===== config.mk =====
export PLATFORM = sky130hd
export DESIGN_NAME = simd_arr_feeder
export DESIGN_NICKNAME = d
export VERILOG_FILES = /design/src/rtl/simd_arr_feeder.sv
export SDC_FILE = /design/constraint.sdc
export NUM_CORES = 2
export LEC_CHECK = 0
export ABC_AREA = 1
export BUFFER_PORTS_ARGS = -buffer_cell sky130_fd_sc_hd__buf_2
export CELL_PAD_IN_SITES_DETAIL_PLACEMENT = 1
export CELL_PAD_IN_SITES_GLOBAL_PLACEMENT = 2
export CORE_AREA = 2 2 356 358
export CTS_CLUSTER_DIAMETER = 50
export DETAILED_ROUTE_END_ITERATION = 6
export DIE_AREA = 0 0 358 360
export PLACE_DENSITY = 0.69
export RECOVER_POWER = 100
export SLEW_MARGIN = 40
export SYNTH_ARGS = -nofsm -noshare
export SYNTH_HDL_FRONTEND = slang
export SYNTH_SLANG_ARGS = --single-unit

===== constraint.sdc =====
create_clock -name i_clk -period 4.3 [get_ports i_clk]
set_input_delay 0.43 -clock i_clk [delete_from_list [all_inputs] [get_ports i_clk]]
set_output_delay 0.43 -clock i_clk [all_outputs]
set_load 0.1 [all_outputs]

===== src/rtl/simd_arr_feeder.sv =====
// Sequential operand loader / result drainer wrapped around the combinational simd_arr datapath.
// Optional SIMD_ARR_FEEDER_PERF_EN adds completed-command and output-stall counters.
module simd_arr_feeder #(
  parameter int UNIT_SIZE = 32
) (
  input  logic                   i_clk,
  input  logic                   i_rst_n,
  input  logic                   i_cmd_valid,
  output logic                   o_cmd_ready,
  input  logic [1:0]             i_cmd_op,
  input  logic                   i_in_valid,
  output logic                   o_in_ready,
  input  logic [UNIT_SIZE-1:0]   i_in_data,
  output logic [1:0]             o_arr_op,
  output logic [8*UNIT_SIZE-1:0] o_arr_in1,
  output logic [8*UNIT_SIZE-1:0] o_arr_in2,
  input  logic [8*UNIT_SIZE-1:0] i_arr_res,
  output logic                   o_out_valid,
  input  logic                   i_out_ready,
  output logic [UNIT_SIZE-1:0]   o_out_data,
  output logic                   o_out_last,
  output logic                   o_err,
  output logic [31:0]            o_perf_cmds,
  output logic [31:0]            o_perf_stall
);

  localparam int LANES = 8;

  localparam logic [2:0] ST_IDLE   = 3'd0;
  localparam logic [2:0] ST_LOAD_A = 3'd1;
  localparam logic [2:0] ST_LOAD_B = 3'd2;
  localparam logic [2:0] ST_EXEC   = 3'd3;
  localparam logic [2:0] ST_DRAIN  = 3'd4;

  localparam logic [1:0] OP_MATMUL = 2'd2;
  localparam logic [1:0] OP_RSVD   = 2'd3;

  logic [2:0]           state_r, state_s;
  logic [2:0]           cnt_r, cnt_s;
  logic [1:0]           op_r;
  logic [UNIT_SIZE-1:0] a_r   [LANES];
  logic [UNIT_SIZE-1:0] b_r   [LANES];
  logic [UNIT_SIZE-1:0] res_r [LANES];
  logic [UNIT_SIZE-1:0] arr_res_s [LANES];
  logic                 cmd_ready_r, in_ready_r, out_valid_r, err_r;
  logic                 cmd_hs_s, start_s, in_hs_s, out_hs_s;
  logic [2:0]           last_idx_s;

  // Lane 0 sits in the MSBs of every packed vector.
  for (genvar k = 0; k < LANES; k++) begin : g_lane
    assign o_arr_in1[(LANES-1-k)*UNIT_SIZE +: UNIT_SIZE] = a_r[k];
    assign o_arr_in2[(LANES-1-k)*UNIT_SIZE +: UNIT_SIZE] = b_r[k];
    assign arr_res_s[k] = i_arr_res[(LANES-1-k)*UNIT_SIZE +: UNIT_SIZE];
  end

  assign cmd_hs_s   = i_cmd_valid & cmd_ready_r;
  assign start_s    = cmd_hs_s & (i_cmd_op != OP_RSVD);
  assign in_hs_s    = i_in_valid & in_ready_r;
  assign out_hs_s   = out_valid_r & i_out_ready;
  assign last_idx_s = (op_r == OP_MATMUL) ? 3'd2 : 3'd7;

  assign o_cmd_ready = cmd_ready_r;
  assign o_in_ready  = in_ready_r;
  assign o_out_valid = out_valid_r;
  assign o_out_data  = res_r[cnt_r];
  assign o_out_last  = out_valid_r & (cnt_r == last_idx_s);
  assign o_err       = err_r;
  assign o_arr_op    = op_r;

  // Next-state and word-counter decode.
  always_comb begin
    state_s = state_r;
    cnt_s   = cnt_r;
    case (state_r)
      ST_IDLE: begin
        if (start_s) begin
          state_s = ST_LOAD_A;
          cnt_s   = 3'd0;
        end else begin
          state_s = ST_IDLE;
        end
      end
      ST_LOAD_A: begin
        if (in_hs_s && (cnt_r == 3'd7)) begin
          state_s = ST_LOAD_B;
          cnt_s   = 3'd0;
        end else if (in_hs_s) begin
          cnt_s = cnt_r + 3'd1;
        end else begin
          cnt_s = cnt_r;
        end
      end
      ST_LOAD_B: begin
        if (in_hs_s && (cnt_r == last_idx_s)) begin
          state_s = ST_EXEC;
          cnt_s   = 3'd0;
        end else if (in_hs_s) begin
          cnt_s = cnt_r + 3'd1;
        end else begin
          cnt_s = cnt_r;
        end
      end
      ST_EXEC: begin
        state_s = ST_DRAIN;
        cnt_s   = 3'd0;
      end
      ST_DRAIN: begin
        if (out_hs_s && (cnt_r == last_idx_s)) begin
          state_s = ST_IDLE;
          cnt_s   = 3'd0;
        end else if (out_hs_s) begin
          cnt_s = cnt_r + 3'd1;
        end else begin
          cnt_s = cnt_r;
        end
      end
      default: begin
        state_s = ST_IDLE;
        cnt_s   = 3'd0;
      end
    endcase
  end

  // State, counter and handshake flags; flags are registered from the next state.
  always_ff @(posedge i_clk) begin
    if (!i_rst_n) begin
      state_r     <= ST_IDLE;
      cnt_r       <= 3'd0;
      cmd_ready_r <= 1'b0;
      in_ready_r  <= 1'b0;
      out_valid_r <= 1'b0;
      err_r       <= 1'b0;
    end else begin
      state_r     <= state_s;
      cnt_r       <= cnt_s;
      cmd_ready_r <= (state_s == ST_IDLE);
      in_ready_r  <= (state_s == ST_LOAD_A) || (state_s == ST_LOAD_B);
      out_valid_r <= (state_s == ST_DRAIN);
      err_r       <= cmd_hs_s & (i_cmd_op == OP_RSVD);
    end
  end

  // Opcode, operand and result registers; a new command wipes stale operand lanes.
  always_ff @(posedge i_clk) begin
    if (!i_rst_n) begin
      op_r  <= 2'd0;
      a_r   <= '{default: '0};
      b_r   <= '{default: '0};
      res_r <= '{default: '0};
    end else begin
      if (start_s) begin
        op_r <= i_cmd_op;
        a_r  <= '{default: '0};
        b_r  <= '{default: '0};
      end else if (in_hs_s && (state_r == ST_LOAD_A)) begin
        a_r[cnt_r] <= i_in_data;
      end else if (in_hs_s && (state_r == ST_LOAD_B)) begin
        b_r[cnt_r] <= i_in_data;
      end else begin
        op_r <= op_r;
      end
      if (state_r == ST_EXEC) begin
        res_r <= arr_res_s;
      end else begin
        res_r <= res_r;
      end
    end
  end

`ifdef SIMD_ARR_FEEDER_PERF_EN
  logic [31:0] perf_cmds_r, perf_stall_r;

  // Completed-command and back-pressure counters, wrapping at 2^32.
  always_ff @(posedge i_clk) begin
    if (!i_rst_n) begin
      perf_cmds_r  <= 32'd0;
      perf_stall_r <= 32'd0;
    end else begin
      if (out_hs_s && o_out_last) begin
        perf_cmds_r <= perf_cmds_r + 32'd1;
      end else begin
        perf_cmds_r <= perf_cmds_r;
      end
      if (out_valid_r && !i_out_ready) begin
        perf_stall_r <= perf_stall_r + 32'd1;
      end else begin
        perf_stall_r <= perf_stall_r;
      end
    end
  end

  assign o_perf_cmds  = perf_cmds_r;
  assign o_perf_stall = perf_stall_r;
`else
  assign o_perf_cmds  = 32'd0;
  assign o_perf_stall = 32'd0;
`endif

endmodule


; ---- Word-level counts from Yosys, hierarchy flattened
; Index checks and enable logic that the tools add are counted.
[word_totals]
out_inout_bits = 615
regBits = 780
inputBits = 295
wordCells = 89
[classes]
n_addsub = 1
n_eq_ne = 14
reduce_logical = 12
order_cmp = 2
bitwise_logic = 9
muxes = 20
[ops]
columns = op, count
row1 = bitwise mux 256 bit, 2
row2 = binary-select mux 32 bit (select 3 bit), 1
row3 = demux 32 bit (select 3 bit), 1
row4 = 2-to-1 mux 32 bit, 3
row5 = 2-to-1 mux 3 bit, 10
row6 = one-hot mux 3 bit (5 select lines), 1
row7 = one-hot mux 3 bit (4 select lines), 1
row8 = equality test 3 x 2 -> 1 bit (second input constant), 3
row9 = equality test 3 bit (second input constant), 3
row10 = bitwise AND 1 bit, 6
row11 = equality test 3 x 1 -> 1 bit (second input constant), 2
row12 = logical AND 1 bit, 6
row13 = zero test 3 bit, 2
row14 = equality test 2 bit (second input constant), 2
row15 = >= comparator 4 bit (second input constant), 1
row16 = less-than comparator 4 x 1 -> 1 bit (second input constant), 1
row17 = != test 2 bit (second input constant), 2
row18 = NOT 3 -> 4 bit, 1
row19 = AND reduction 2 bit, 2
row20 = adder 3 x 1 -> 3 bit (second input constant), 1
row21 = equality test 3 bit, 1
row22 = != test 3 bit (second input constant), 1
row23 = NOT 1 bit, 2
row24 = OR reduction 2 bit, 1
row25 = 2 further kinds, 2

; ---- Logic depth before layout (Yosys ltp)
[logic_depth]
ltp_word = 8
mapped_depth = 10
ltp_nobuf = 8

; ---- Worst setup path after synthesis
; No wires, ideal clock.
[synth_path]
path_kind = register to output
startpoint = reg op_r[1], in the netlist o_arr_op[1]
endpoint = out o_out_last
path_stages_with_launch = 5
path_slack_ns = 1.345
required_ns = 3.870
path_buffers = 0
t_arrival_ns = 2.525
path_cell_list = dfxtp_1 -> nand2_1 -> nand2_1 -> nand3_1 -> nor2_1
[synth_between]
elab_chain_cells = 4
[synth_lines]
columns = item, line
row1 = "start, declared", 40  ; logic [1:0] op_r;
row2 = "start signal, assigned", 152  ; op_r <= i_cmd_op;
row3 = "start signal, assigned", 160  ; op_r <= op_r;
row4 = equality test 2 bit, 60  ; assign last_idx_s = (op_r == OP_MATMUL) ? 3'd2 : 3'd7;
row5 = 2-to-1 mux 3 bit, 60
row6 = equality test 3 bit, 66  ; assign o_out_last = out_valid_r & (cnt_r == last_idx_s);
row7 = bitwise AND 1 bit, 66
row8 = "end, declared", 21  ; output logic o_out_last,
; Every way passes these cells.

; ---- Final worst setup path
[layout_path]
startpoint = reg cnt_r[1]
endpoint = out o_out_data[6]
[layout_between]
elab_chain_cells = 4
[layout_lines]
columns = item, line
row1 = "start, declared", 39  ; logic [2:0] cnt_r, cnt_s;
row2 = "start signal, assigned", 135  ; cnt_r <= cnt_s;
row3 = NOT 3 -> 4 bit (implied by the code), 65  ; assign o_out_data = res_r[cnt_r];
row4 = binary-select mux 32 bit (select 3 bit), 65
row5 = 2-to-1 mux 32 bit (implied by the code) (2 in series), 65
row6 = "end, declared", 20  ; output logic [UNIT_SIZE-1:0] o_out_data,
; Every way passes these cells. The select of a mux whose other input is x is not followed.

==> impl_metrics.yaml <==
run_status:
  status: "complete, but fails checks"
  violations: "max-capacitance violations, max-slew violations"
drt:
  via_count: 30500
  ant_nets: 0
  dr.pass1.iters: 5
  dr.max_layer_used: "met5"
  drc_errors: 0
  drt_iter0_drc: 2205
  viasPerCell: 4.65
  route.met3.wl_mm: 11.0
  drt-met1-wl_mm: 63.3
  route.met2.wl_mm: 74.2
  avgRoutedWirePerCell_um: 24.0
  wirelength_mm: 157
sta:
  tightest_slew_ps: 3040
  slew_headroom_pct: -103
  min_period_over_period_pct: 93.4
  finalHoldViolations: 0
  fin_setup_tns_ps: 0
  fmax_mhz: 249
  finalSetupViolations: 0
  rsz0062_at_grt: "no"
  period_needed_ps: 4020
  drv_slew: 331
  clock_skew_ps: 28.8
synth:
  synth_area_leaders: "dfxtp_1 53%, nand2_1 14%, a21oi_1 8.9%, nor2_1 7.1%, o21ai_0 4.9%"
  synth_area_um2: 29500
  synthAdderAreaFrac_pct: 0.0849
  synthSimpleGateAreaFrac_pct: 24.0
  syn_area_per_cell_um2: 7.57
  synth_compound_area_share_pct: 15.7
  synth_top_family_by_area: "simple AND/OR/NAND/NOR gates"
  yosysTopAreaCell: "dfxtp_1"
  synth_top_area_share_pct: 53.0
  synth_edf_count: 0
  synth_xor_xnor_area_share_pct: 0.0297
  synth_seq_cells: 780
  synthMuxAreaShare_pct: 0
  synth_cells: 3893
  synth-seq-area-share_pct: 53.0
  synth_cell_types: 33
  async_flop_share_pct: 0
  synth-main-ff-cell: "dfxtp_1"
  yosys_warnings: 0
power:
  power_density_nw_per_um2: 439
  power.net_switching_uw: 4360
  p_seq_share_pct: 40.9
  p_int_uw: 13300
  clockPowerShare_pct: 53.2
  irDropWorstVdd_mv: 0.316
  power_uw: 17700
  power.leakage_uw: 0.0151
  power_frac_comb_pct: 5.9
  p_sw_share_pct: 24.6
clocking:
  cts_setup_buffers: 0
  clkLatencyLatePin_ps: 710
  cts_buffer_depth: 3
  clkTransAtPathRegs_ps: 60
  cts_made_buffers: 106
  cts.sinks: 780
  cts_resized: 0
  cts_root_buf: "clkbuf_16"
  cts_tree: "done"
  h-tree-depth: 3
worst_hold_path:
  holdPathStages: 3
  hold_class: "input port to flip-flop"
final_layout:
  final_net_count: 5103
  areaGrowthSynthToFinish_pct: 36.7
  drive_gt1_share_pct: 11.8
  fillers: 15500
  utilization_pct: 32.2
critical_path:
  critPathKind: "flip-flop to output port"
  worstPathRequired_ps: 3870
  worst_setup_path_end_kind: "output port"
  start_kind: "flip-flop"
  cp.arrival_ps: 3590
  r2r.worst_path.cells: 9
  crit_fanout: 10
grt:
  grt_pass1_wl_mm: 219
  grt_max_degree: 163
  globalRouteTotalUtil_pct: 23.3
  grt_pass1_vias: 30000
  antenna_found_initial: 28
  overflow: 0
place:
  routabilityCongestion: 0.818
  io_buffer_count: 845
  hpwlAfterDp_mm: 108
die:
  die_height_um: 360
  start_util_pct: 23.6
  rows: 130
  core_area_um2: 125000
  die_area_um2: 129000
  die_w_um: 358
  boundaryPins: 910
flow_run:
  maxCapViolCount: 12
repair_timing:
action	in CTS	in global routing
endpoints found under the hold margin	245	0
hold buffers	247	0
endpoints found under the setup margin	0	0
routing by layer:
layer,vias up,track usage [%]
met2,1032,39.1
met3,295,6.12
met4,26,12.0
li1,14400,-
met5,-,0
met1,14800,27.0
synth_stat cells (14+ instances only):
library cell / instances
buf_4: 71
nor2_1: 560
dfxtp_1: 780
inv_1: 15
a21oi_1: 522
clkbuf_1: 240
buf_6: 14
inv_2: 18
nand3_1: 119
a22oi_1: 18
a221oi_1: 41
buf_2: 79
nand2_1: 1073
o21ai_0: 289
critical path, cell delays in order, from the launching register on:
cell,delay (ps)
dfxtp_1,430
inv_1,280
nand2_1,200
nor2_1,880
buf_4,350
nand2_1,120
nand2_1,120
a221oi_1,60
nand2_1,110
clkbuf_4,350
stage by stage:
step                      setup WS (ps)  cells  area [µm²]  hold WS [ps]
after floorplan                    1350   3956       29700           472
after global placement             1080   6096       34800           445
after detailed placement           1000   6101       35000           450
after CTS                           246   6543       41200          6.09
after global routing                139   6552       40300          29.9
final                               283   6558       40300          35.5
power groups by stage:
stage | Clock, µW | Sequential (µW) | Combinational, µW
after floorplan | 0 | 7430 | 496
after global routing | 9920 | 7240 | 1090
after detailed placement | 0 | 7400 | 859
final | 9410 | 7240 | 1050
after CTS | 9610 | 7240 | 1050
after global placement | 0 | 7400 | 854
cell families after synthesis:
logic type | after synthesis
AOI/OAI and AO/OA | 879
adders and majority gates | 2
and+or+nand+nor | 1789
other | 1
xor gates and xnor gates | 1
DFF | 780
buffers and inverters | 441
layout by cell type (no fill, tap or decap), types with 7 or more instances in the layout:
cell type / instances
a22oi_1: 18
nand3_1: 119
buf_2: 293
inv_1: 24
dfxtp_1: 780
buf_4: 24
nor2_1: 562
nor2_4: 7
clkbuf_8: 17
buf_12: 16
o21ai_0: 288
diode_2: 15
clkbuf_16: 108
inv_2: 7
clkinvlp_4: 8
a221oi_1: 41
conb_1: 64
a21oi_1: 522
clkbuf_2: 30
nand4_1: 13
clkinv_2: 19
dlygate4sd3_1: 247
clkbuf_1: 543
bufinv_16: 15
nand2_1: 1074
sequential cells by signal, indices dropped and copies added (netlist names), 2 cells and up:
register	flops
o_arr_in1	256
state_r	3
res_r	256
o_arr_op	2
o_arr_in2	256
cnt_r	3
worst paths after layout:
kind                                                  start                          end  slack, ps
worst max-delay path                  cnt_r[1]$_SDFFE_PN0P_                o_out_data[6]        280
worst max register to register        cnt_r[1]$_SDFFE_PN0P_  o_arr_in1[207]$_SDFFE_PP0P_        420
worst min-delay path                         i_arr_res[251]      res_r[251]$_SDFFE_PN0N_         40
worst min register to register  o_arr_in2[242]$_SDFFE_PP0P_  o_arr_in2[242]$_SDFFE_PP0P_        460
final cells by class:
class                      count  area, µm²  share of cell area, %
clock buffer                 141       3000                   7.44
timing repair buffer        1147       6690                   16.6
inverter                      36        139                  0.345
clock inverter                54        782                   1.94
sequential                   780      15600                   38.8
multi-input combinational   2735      12000                   29.7
antenna                       15       37.5                 0.0932
tap                         1650       2060                   5.13
Power figures use the tool's default switching activity.
